===== src/rtl/btn_cmd_pkg.sv =====
// Shared definitions for the button command front end: default timing, command id width,
// symbolic channel ids and the per-channel auto-repeat state encoding.
package btn_cmd_pkg;

  localparam int unsigned DefNBtn          = 3;
  localparam int unsigned DefDebounceCycles = 250000;
  localparam int unsigned DefDasDelay      = 4000000;
  localparam int unsigned DefDasRate       = 1250000;
  localparam int unsigned DefFifoDepth     = 4;

  // Channel ids as wired from the board buttons butt1..butt3
  localparam int unsigned CMD_LEFT   = 0;
  localparam int unsigned CMD_ROTATE = 1;
  localparam int unsigned CMD_RIGHT  = 2;

  typedef enum logic [1:0] {
    StIdle,
    StDelay,
    StRepeat
  } rep_state_e;

  function automatic int unsigned cmd_id_width(input int unsigned n_btn);
    return (n_btn <= 1) ? 1 : $clog2(n_btn);
  endfunction

endpackage


===== src/rtl/btn_cmd_unit_if.sv =====
// Command stream handshake from btn_cmd_unit to the movement consumer.
interface btn_cmd_unit_if #(
  parameter int unsigned IdW = 2
);

  logic           cmd_valid;
  logic [IdW-1:0] cmd_id;
  logic           cmd_ready;

  modport master (
    output cmd_valid,
    output cmd_id,
    input  cmd_ready
  );

  modport slave (
    input  cmd_valid,
    input  cmd_id,
    output cmd_ready
  );

endinterface


===== src/rtl/btn_channel.sv =====
// One button channel: 2-flop synchroniser, debounce filter and delayed auto-shift FSM.
// event_o pulses for one cycle, aligned with the clock edge that takes the event.
module btn_channel
  import btn_cmd_pkg::*;
#(
  parameter int unsigned DEBOUNCE_CYCLES = DefDebounceCycles,
  parameter int unsigned DAS_DELAY       = DefDasDelay,
  parameter int unsigned DAS_RATE        = DefDasRate
) (
  input  logic clk_i,
  input  logic rst_i,
  input  logic btn_raw_i,
  input  logic repeat_en_i,
  output logic btn_level_o,
  output logic event_o
);

  localparam int unsigned DbW    = $clog2(DEBOUNCE_CYCLES + 1);
  localparam int unsigned RepMax = (DAS_DELAY > DAS_RATE) ? DAS_DELAY : DAS_RATE;
  localparam int unsigned RepW   = $clog2(RepMax + 1);

  localparam logic [DbW-1:0]  DbLast    = DbW'(DEBOUNCE_CYCLES - 1);
  localparam logic [RepW-1:0] DelayLast = RepW'(DAS_DELAY - 1);
  localparam logic [RepW-1:0] RateLast  = RepW'(DAS_RATE - 1);

  logic [1:0]      sync_q;
  logic            level_q, level_d;
  logic [DbW-1:0]  db_cnt_q, db_cnt_d;
  rep_state_e      state_q, state_d;
  logic [RepW-1:0] rep_cnt_q, rep_cnt_d;
  logic            press;
  logic            rep_fire;

  always_ff @(posedge clk_i or posedge rst_i) begin
    if (rst_i) begin
      sync_q    <= '0;
      level_q   <= 1'b0;
      db_cnt_q  <= '0;
      state_q   <= StIdle;
      rep_cnt_q <= '0;
    end else begin
      sync_q    <= {sync_q[0], btn_raw_i};
      level_q   <= level_d;
      db_cnt_q  <= db_cnt_d;
      state_q   <= state_d;
      rep_cnt_q <= rep_cnt_d;
    end
  end

  // Any cycle where the synced level agrees with the accepted level restarts the filter
  always_comb begin
    level_d  = level_q;
    db_cnt_d = '0;
    if (sync_q[1] != level_q) begin
      if (db_cnt_q == DbLast) begin
        level_d = ~level_q;
      end else begin
        db_cnt_d = db_cnt_q + DbW'(1);
      end
    end
  end

  assign press = level_d & ~level_q;

  always_comb begin
    state_d   = state_q;
    rep_cnt_d = rep_cnt_q;
    rep_fire  = 1'b0;
    unique case (state_q)
      StIdle: begin
        if (press && repeat_en_i) begin
          state_d   = StDelay;
          rep_cnt_d = '0;
        end
      end
      StDelay: begin
        if (!level_q || !repeat_en_i) begin
          state_d   = StIdle;
          rep_cnt_d = '0;
        end else if (rep_cnt_q == DelayLast) begin
          rep_fire  = 1'b1;
          state_d   = StRepeat;
          rep_cnt_d = '0;
        end else begin
          rep_cnt_d = rep_cnt_q + RepW'(1);
        end
      end
      StRepeat: begin
        if (!level_q || !repeat_en_i) begin
          state_d   = StIdle;
          rep_cnt_d = '0;
        end else if (rep_cnt_q == RateLast) begin
          rep_fire  = 1'b1;
          rep_cnt_d = '0;
        end else begin
          rep_cnt_d = rep_cnt_q + RepW'(1);
        end
      end
      default: begin
        state_d   = StIdle;
        rep_cnt_d = '0;
      end
    endcase
  end

  assign btn_level_o = level_q;
  assign event_o     = press | rep_fire;

endmodule


===== src/rtl/btn_cmd_unit.sv =====
// Player-input front end: N debounced/auto-repeating button channels feeding a priority
// arbiter, per-channel pending bits and a small command FIFO with a registered head.
module btn_cmd_unit
  import btn_cmd_pkg::*;
#(
  parameter int unsigned N_BTN           = DefNBtn,
  parameter int unsigned DEBOUNCE_CYCLES = DefDebounceCycles,
  parameter int unsigned DAS_DELAY       = DefDasDelay,
  parameter int unsigned DAS_RATE        = DefDasRate,
  parameter int unsigned FIFO_DEPTH      = DefFifoDepth
) (
  input  logic             clk_25_175_i,
  input  logic             reset_i,
  input  logic [N_BTN-1:0] btn_raw_i,
  input  logic [N_BTN-1:0] repeat_en_i,
  output logic [N_BTN-1:0] btn_level_o,
  output logic [7:0]       drop_count_o,
  btn_cmd_unit_if.master   cmd_if
);

  localparam int unsigned IdW  = cmd_id_width(N_BTN);
  localparam int unsigned PtrW = $clog2(FIFO_DEPTH);
  localparam int unsigned CntW = $clog2(FIFO_DEPTH + 1);

  logic [N_BTN-1:0] event_w;

  for (genvar g = 0; g < N_BTN; g++) begin : gen_ch
    btn_channel #(
      .DEBOUNCE_CYCLES(DEBOUNCE_CYCLES),
      .DAS_DELAY      (DAS_DELAY),
      .DAS_RATE       (DAS_RATE)
    ) u_channel (
      .clk_i      (clk_25_175_i),
      .rst_i      (reset_i),
      .btn_raw_i  (btn_raw_i[g]),
      .repeat_en_i(repeat_en_i[g]),
      .btn_level_o(btn_level_o[g]),
      .event_o    (event_w[g])
    );
  end

  logic [N_BTN-1:0] pending_q, pending_d;
  logic [7:0]       drop_count_q, drop_count_d;
  logic [IdW-1:0]   mem_q [FIFO_DEPTH];
  logic [PtrW-1:0]  wr_ptr_q, wr_ptr_d;
  logic [PtrW-1:0]  rd_ptr_q, rd_ptr_d;
  logic [CntW-1:0]  count_q, count_d;
  logic             cmd_valid_q, cmd_valid_d;
  logic [IdW-1:0]   cmd_id_q, cmd_id_d;

  logic [N_BTN-1:0] grant;
  logic [IdW-1:0]   grant_id;
  logic             any_pending;
  logic             pop;
  logic             push;
  logic [N_BTN-1:0] drops;
  logic [3:0]       n_drop;
  logic [8:0]       drop_sum;
  logic [CntW-1:0]  count_vis;

  assign pop  = cmd_valid_q & cmd_if.cmd_ready;
  // A pop in the same cycle frees the slot, so a full FIFO still accepts a push
  assign push = any_pending & ((count_q != CntW'(FIFO_DEPTH)) | pop);

  always_comb begin
    grant       = '0;
    grant_id    = '0;
    any_pending = 1'b0;
    for (int i = 0; i < int'(N_BTN); i++) begin
      if (pending_q[i] && !any_pending) begin
        grant[i]    = 1'b1;
        grant_id    = IdW'(i);
        any_pending = 1'b1;
      end
    end
  end

  always_comb begin
    drops     = event_w & pending_q & ~(push ? grant : '0);
    pending_d = (pending_q & ~(push ? grant : '0)) | event_w;
    n_drop    = '0;
    for (int i = 0; i < int'(N_BTN); i++) begin
      n_drop = n_drop + 4'(drops[i]);
    end
    drop_sum     = {1'b0, drop_count_q} + 9'(n_drop);
    drop_count_d = (drop_sum > 9'd255) ? 8'hFF : drop_sum[7:0];
  end

  // Head register shows the oldest entry that was already stored before this edge
  always_comb begin
    wr_ptr_d    = wr_ptr_q + (push ? PtrW'(1) : '0);
    rd_ptr_d    = rd_ptr_q + (pop ? PtrW'(1) : '0);
    count_d     = count_q + CntW'(push) - CntW'(pop);
    count_vis   = count_q - CntW'(pop);
    cmd_valid_d = (count_vis != '0);
    cmd_id_d    = cmd_valid_d ? mem_q[rd_ptr_d] : cmd_id_q;
  end

  always_ff @(posedge clk_25_175_i or posedge reset_i) begin
    if (reset_i) begin
      pending_q    <= '0;
      drop_count_q <= '0;
      wr_ptr_q     <= '0;
      rd_ptr_q     <= '0;
      count_q      <= '0;
      cmd_valid_q  <= 1'b0;
      cmd_id_q     <= '0;
      for (int i = 0; i < int'(FIFO_DEPTH); i++) begin
        mem_q[i] <= '0;
      end
    end else begin
      pending_q    <= pending_d;
      drop_count_q <= drop_count_d;
      wr_ptr_q     <= wr_ptr_d;
      rd_ptr_q     <= rd_ptr_d;
      count_q      <= count_d;
      cmd_valid_q  <= cmd_valid_d;
      cmd_id_q     <= cmd_id_d;
      if (push) begin
        mem_q[wr_ptr_q] <= grant_id;
      end
    end
  end

  assign cmd_if.cmd_valid = cmd_valid_q;
  assign cmd_if.cmd_id    = cmd_id_q;
  assign drop_count_o     = drop_count_q;

endmodule


===== src/flat_wrapper.sv =====
// flat-port wrapper written by rule: the top's interface ports become plain ports
module btn_cmd_unit_flat import btn_cmd_pkg::*;
#(
  parameter int unsigned N_BTN           = DefNBtn,
  parameter int unsigned DEBOUNCE_CYCLES = DefDebounceCycles,
  parameter int unsigned DAS_DELAY       = DefDasDelay,
  parameter int unsigned DAS_RATE        = DefDasRate,
  parameter int unsigned FIFO_DEPTH      = DefFifoDepth
)
  (clk_25_175_i, reset_i, btn_raw_i, repeat_en_i, btn_level_o, drop_count_o, cmd_if_cmd_valid, cmd_if_cmd_id, cmd_if_cmd_ready);
  btn_cmd_unit_if #(.IdW((cmd_id_width((3))))) cmd_if_i ();
  input  logic clk_25_175_i;
  input  logic reset_i;
  input  logic [N_BTN-1:0] btn_raw_i;
  input  logic [N_BTN-1:0] repeat_en_i;
  output logic [N_BTN-1:0] btn_level_o;
  output logic [7:0] drop_count_o;
  output wire logic [$bits(cmd_if_i.cmd_valid)-1:0] cmd_if_cmd_valid;
  output wire logic [$bits(cmd_if_i.cmd_id)-1:0] cmd_if_cmd_id;
  input wire logic [$bits(cmd_if_i.cmd_ready)-1:0] cmd_if_cmd_ready;
  assign cmd_if_cmd_valid = cmd_if_i.cmd_valid;
  assign cmd_if_cmd_id = cmd_if_i.cmd_id;
  assign cmd_if_i.cmd_ready = cmd_if_cmd_ready;
  btn_cmd_unit #(.N_BTN(N_BTN), .DEBOUNCE_CYCLES(DEBOUNCE_CYCLES), .DAS_DELAY(DAS_DELAY), .DAS_RATE(DAS_RATE), .FIFO_DEPTH(FIFO_DEPTH)) u_core (.clk_25_175_i(clk_25_175_i), .reset_i(reset_i), .btn_raw_i(btn_raw_i), .repeat_en_i(repeat_en_i), .btn_level_o(btn_level_o), .drop_count_o(drop_count_o), .cmd_if(cmd_if_i));
endmodule

===== config.mk =====
export PLATFORM = sky130hd
export DESIGN_NAME = btn_cmd_unit_flat
export DESIGN_NICKNAME = d
export VERILOG_FILES = /design/src/rtl/btn_cmd_pkg.sv /design/src/rtl/btn_cmd_unit_if.sv /design/src/rtl/btn_channel.sv /design/src/rtl/btn_cmd_unit.sv /design/src/flat_wrapper.sv
export SDC_FILE = /design/constraint.sdc
export NUM_CORES = 1
export LEC_CHECK = 0
export CORE_AREA = 2 2 122 124
export DETAILED_ROUTE_END_ITERATION = 8
export DIE_AREA = 0 0 124 126
export PLACE_DENSITY = 0.9
export SYNTH_ARGS = -nofsm -noshare
export SYNTH_HDL_FRONTEND = slang
export SYNTH_SLANG_ARGS = --single-unit
export TNS_END_PERCENT = 1

===== constraint.sdc =====
create_clock -name clk_25_175_i -period 6.5 [get_ports clk_25_175_i]
set_input_delay 0.65 -clock clk_25_175_i [delete_from_list [all_inputs] [get_ports clk_25_175_i]]
set_output_delay 0.65 -clock clk_25_175_i [all_outputs]
set_load 0.03 [all_outputs]

==> results.tsv <==
metric	value	unit
outcome	complete, no violations	
required	6810	ps
grt_pass1_vias	6800	
drtAntennaViolNets	0	
async_flop_share	1.00	
num_rows	44	
crit_chain	or4b_1 -> nor4_1 -> and2_1 -> a32oi_1 -> o32ai_1 -> and3_1 -> fa_1 -> ha_1 -> inv_1 -> fa_1 -> inv_1 -> a21oi_1 -> nor2_1 -> nand3_1 -> nand2_1	
max_stage_delay	520	ps
port_buffers	22	
cp_max_fo	6	
drc	0	
setup_viol	0	
grt_pass1_wl	30.2	mm
grt_setup_unrepaired	no	
viasPerCell	6.15	
fp.coreArea	14300	um2
ys_ff_latch	164	
cts_resized	0	
hold_viol_final	0	
synth_compound_area_frac	0.111	
track_usage	0.240	
ys_seq_area_frac	0.473	
syn_area	8670	um2
antenna_found_initial	0	
insertion_delay	440	ps
synth_area_leaders	dfrtp_1, nor2_1, xor2_1	
num_vias	6802	
fin_skew	14.3	ps
io_pins	23	
pwr_density_cell	233	nW/um2
start_kind	flop	
clock-root-buffer	clkbuf_16	
yosys.area_share.adder	0.0459	
place_ws	2550	ps
gp_congestion	0.850	
grt_max_degree	118	
clock.fmax	0.249	GHz
postSynthAreaPerCell	9.77	um2
yosys.area.top_type	dfrtp_1	
hpwlAfterDp	11.5	mm
place_inst	1074	
synth_top_cell_area_share	0.473	
synth.area.mux_share	0.0205	
start_util	0.606	
setup_tns	0	ps
max-cap-violations	0	
synth_xor_area_frac	0.0757	
post_synth_num_cell_types	68	
syn2layout_area_growth	11.2	%
drt_iter0_drc	553	
clockBufferDepth	2	
wl_per_cell	16.0	um
instances_no_fill	1106	
synth_nets	927	
cts_tree	built	
cts.sinks	164	
timing.final.crit_share	0.617	
finalWorstSetupSlack	2490	ps
min_path_type	reg -> reg	
synth_cells	888	
fin_nets	948	
dieArea	15600	um2
synth_top_family_by_area	simple AND/OR/NAND/NOR gates	
ctsHoldBuffers	0	
synth_warnings	0	
first_pass_iters	5	
arrival	4330	ps
cts_buffers	17	
synth-main-ff-cell	dfrtp_1	
drive_above_1_share	0.0618	
synth_simple_gate_area_frac	0.247	
min_period	4010	ps
h-tree-depth	4	
clk_pin_slew	60	ps
fill_cells	1022	
routed_wl	17.7	mm
relSlewSlack	0.177	
worst_slew_pin_slew	1220	ps
crit_slowest_cell	or4b_1	
die_w	124	um
worstSetupPathType	reg -> reg	
slew_violations	0	
diodes	0	
p_leak	4.23	nW
ir_worst_vdd	0.000203	V
synth_edf_count	0	
post_cts_buffers	0	
die_h	126	um
cp-end-kind	flop	
overflow	0	
cells by family after synthesis:
family / after synthesis
flip-flops: 164
multiplexers: 14
adder cells (fa/ha/maj): 30
XOR/XNOR: 75
AO/OA/AOI/OAI: 138
AND/OR/NAND/NOR: 413
buffers and inverters: 54
path summary, 6_finish.rpt:
path / cells after the start / slack, ps / endpoint / from
max: 15 / 2490 / u_core.drop_count_o[3]$_DFF_PP0_ / u_core.gen_ch[0].u_channel.rep_cnt_q[15]$_DFFE_PP0P_
min: 0 / 350 / u_core.gen_ch[0].u_channel.sync_q[1]$_DFF_PP0_ / u_core.gen_ch[0].u_channel.sync_q[0]$_DFF_PP0_
max reg2reg: 15 / 2490 / u_core.drop_count_o[3]$_DFF_PP0_ / u_core.gen_ch[0].u_channel.rep_cnt_q[15]$_DFFE_PP0P_
min reg2reg: 0 / 350 / u_core.gen_ch[0].u_channel.sync_q[1]$_DFF_PP0_ / u_core.gen_ch[0].u_channel.sync_q[0]$_DFF_PP0_
max in group asynchronous: 3 / 4450 / u_core.gen_ch[1].u_channel.rep_cnt_q[20]$_DFFE_PP0P_ / reset_i
min in group asynchronous: 2 / 830 / u_core.cmd_if.cmd_id[1]$_DFFE_PP0P_ / reset_i
worst max-delay path: cells and delay by family (launching register included):
kind                     cells  cell delay [ps]
AO/OA/AOI/OAI                3              610
buffers and inverters        2              120
flip-flops                   1              420
adder cells (fa/ha/maj)      3              810
AND/OR/NAND/NOR              7             1940
registers in the layout (all words and copies together), names as in the netlist, 3 cells and up:
register                             cells
u_core.gen_ch.u_channel.btn_level_o      3
u_core.mem_q                             8
u_core.drop_count_o                      8
u_core.gen_ch.u_channel.rep_cnt_q       66
u_core.gen_ch.u_channel.sync_q           6
u_core.count_q                           3
u_core.gen_ch.u_channel.db_cnt_q        54
u_core.pending_q                         3
u_core.gen_ch.u_channel.state_q          6
cells in the final DEF, fill, tap and decap left out, types with 27 or more instances in the layout:
cell type,synthesis,final
a22o_1,27,27
and3_1,33,33
dfrtp_1,164,164
ha_1,27,27
inv_1,30,29
nand2_1,70,70
nand3_1,50,50
nand4_1,28,28
nor2_1,111,111
o21ai_0,34,34
xnor2_1,33,33
xor2_1,42,42
layer usage:
metal	track usage	up-vias	wire, um
li1	-	3233	-
met1	0.306	3347	7760
met2	0.396	184	8750
met3	0.0562	38	820
met4	0.0952	0	355
met5	0	-	0
metrics by stage:
stage | cell area (um2) | power (W) | hold slack (ps) | utilization
2_1_floorplan | 8670 | 0.00120 | 331 | -
3_3_place_gp | 9040 | 0.00123 | 334 | 0.632
3_5_place_dp | 9040 | 0.00124 | 339 | 0.632
4_1_cts | 9640 | 0.00227 | 354 | 0.674
5_1_grt | 9640 | 0.00234 | 356 | 0.674
6_report | 9640 | 0.00225 | 351 | 0.674
area by class of cell:
cell class,instances,area [um2],area share
multi-input combinational,670,4340,0.450
sequential,164,4100,0.426
clock buffer,21,450,0.0467
timing repair buffer,26,250,0.0260
tap,184,230,0.0239
clock inverter,11,150,0.0156
inverter,30,118,0.0122
power breakdown:
part,internal [W],switching [W]
Sequential,0.00105,0.0000219
Clock,0.000616,0.000411
Combinational,0.0000656,0.0000866
synthesized netlist by cell type (19+ instances only):
| master | n |
|---|---|
| xor2_1 | 42 |
| nand3_1 | 50 |
| nor2b_1 | 21 |
| xnor2_1 | 33 |
| dfrtp_1 | 164 |
| o21ai_0 | 34 |
| nor2_1 | 111 |
| and3_1 | 33 |
| inv_1 | 30 |
| nor3_1 | 25 |
| ha_1 | 27 |
| a21oi_1 | 19 |
| nand4_1 | 28 |
| nand2_1 | 70 |
| a22o_1 | 27 |
Note: power is estimated with default switching activity, not from simulation.
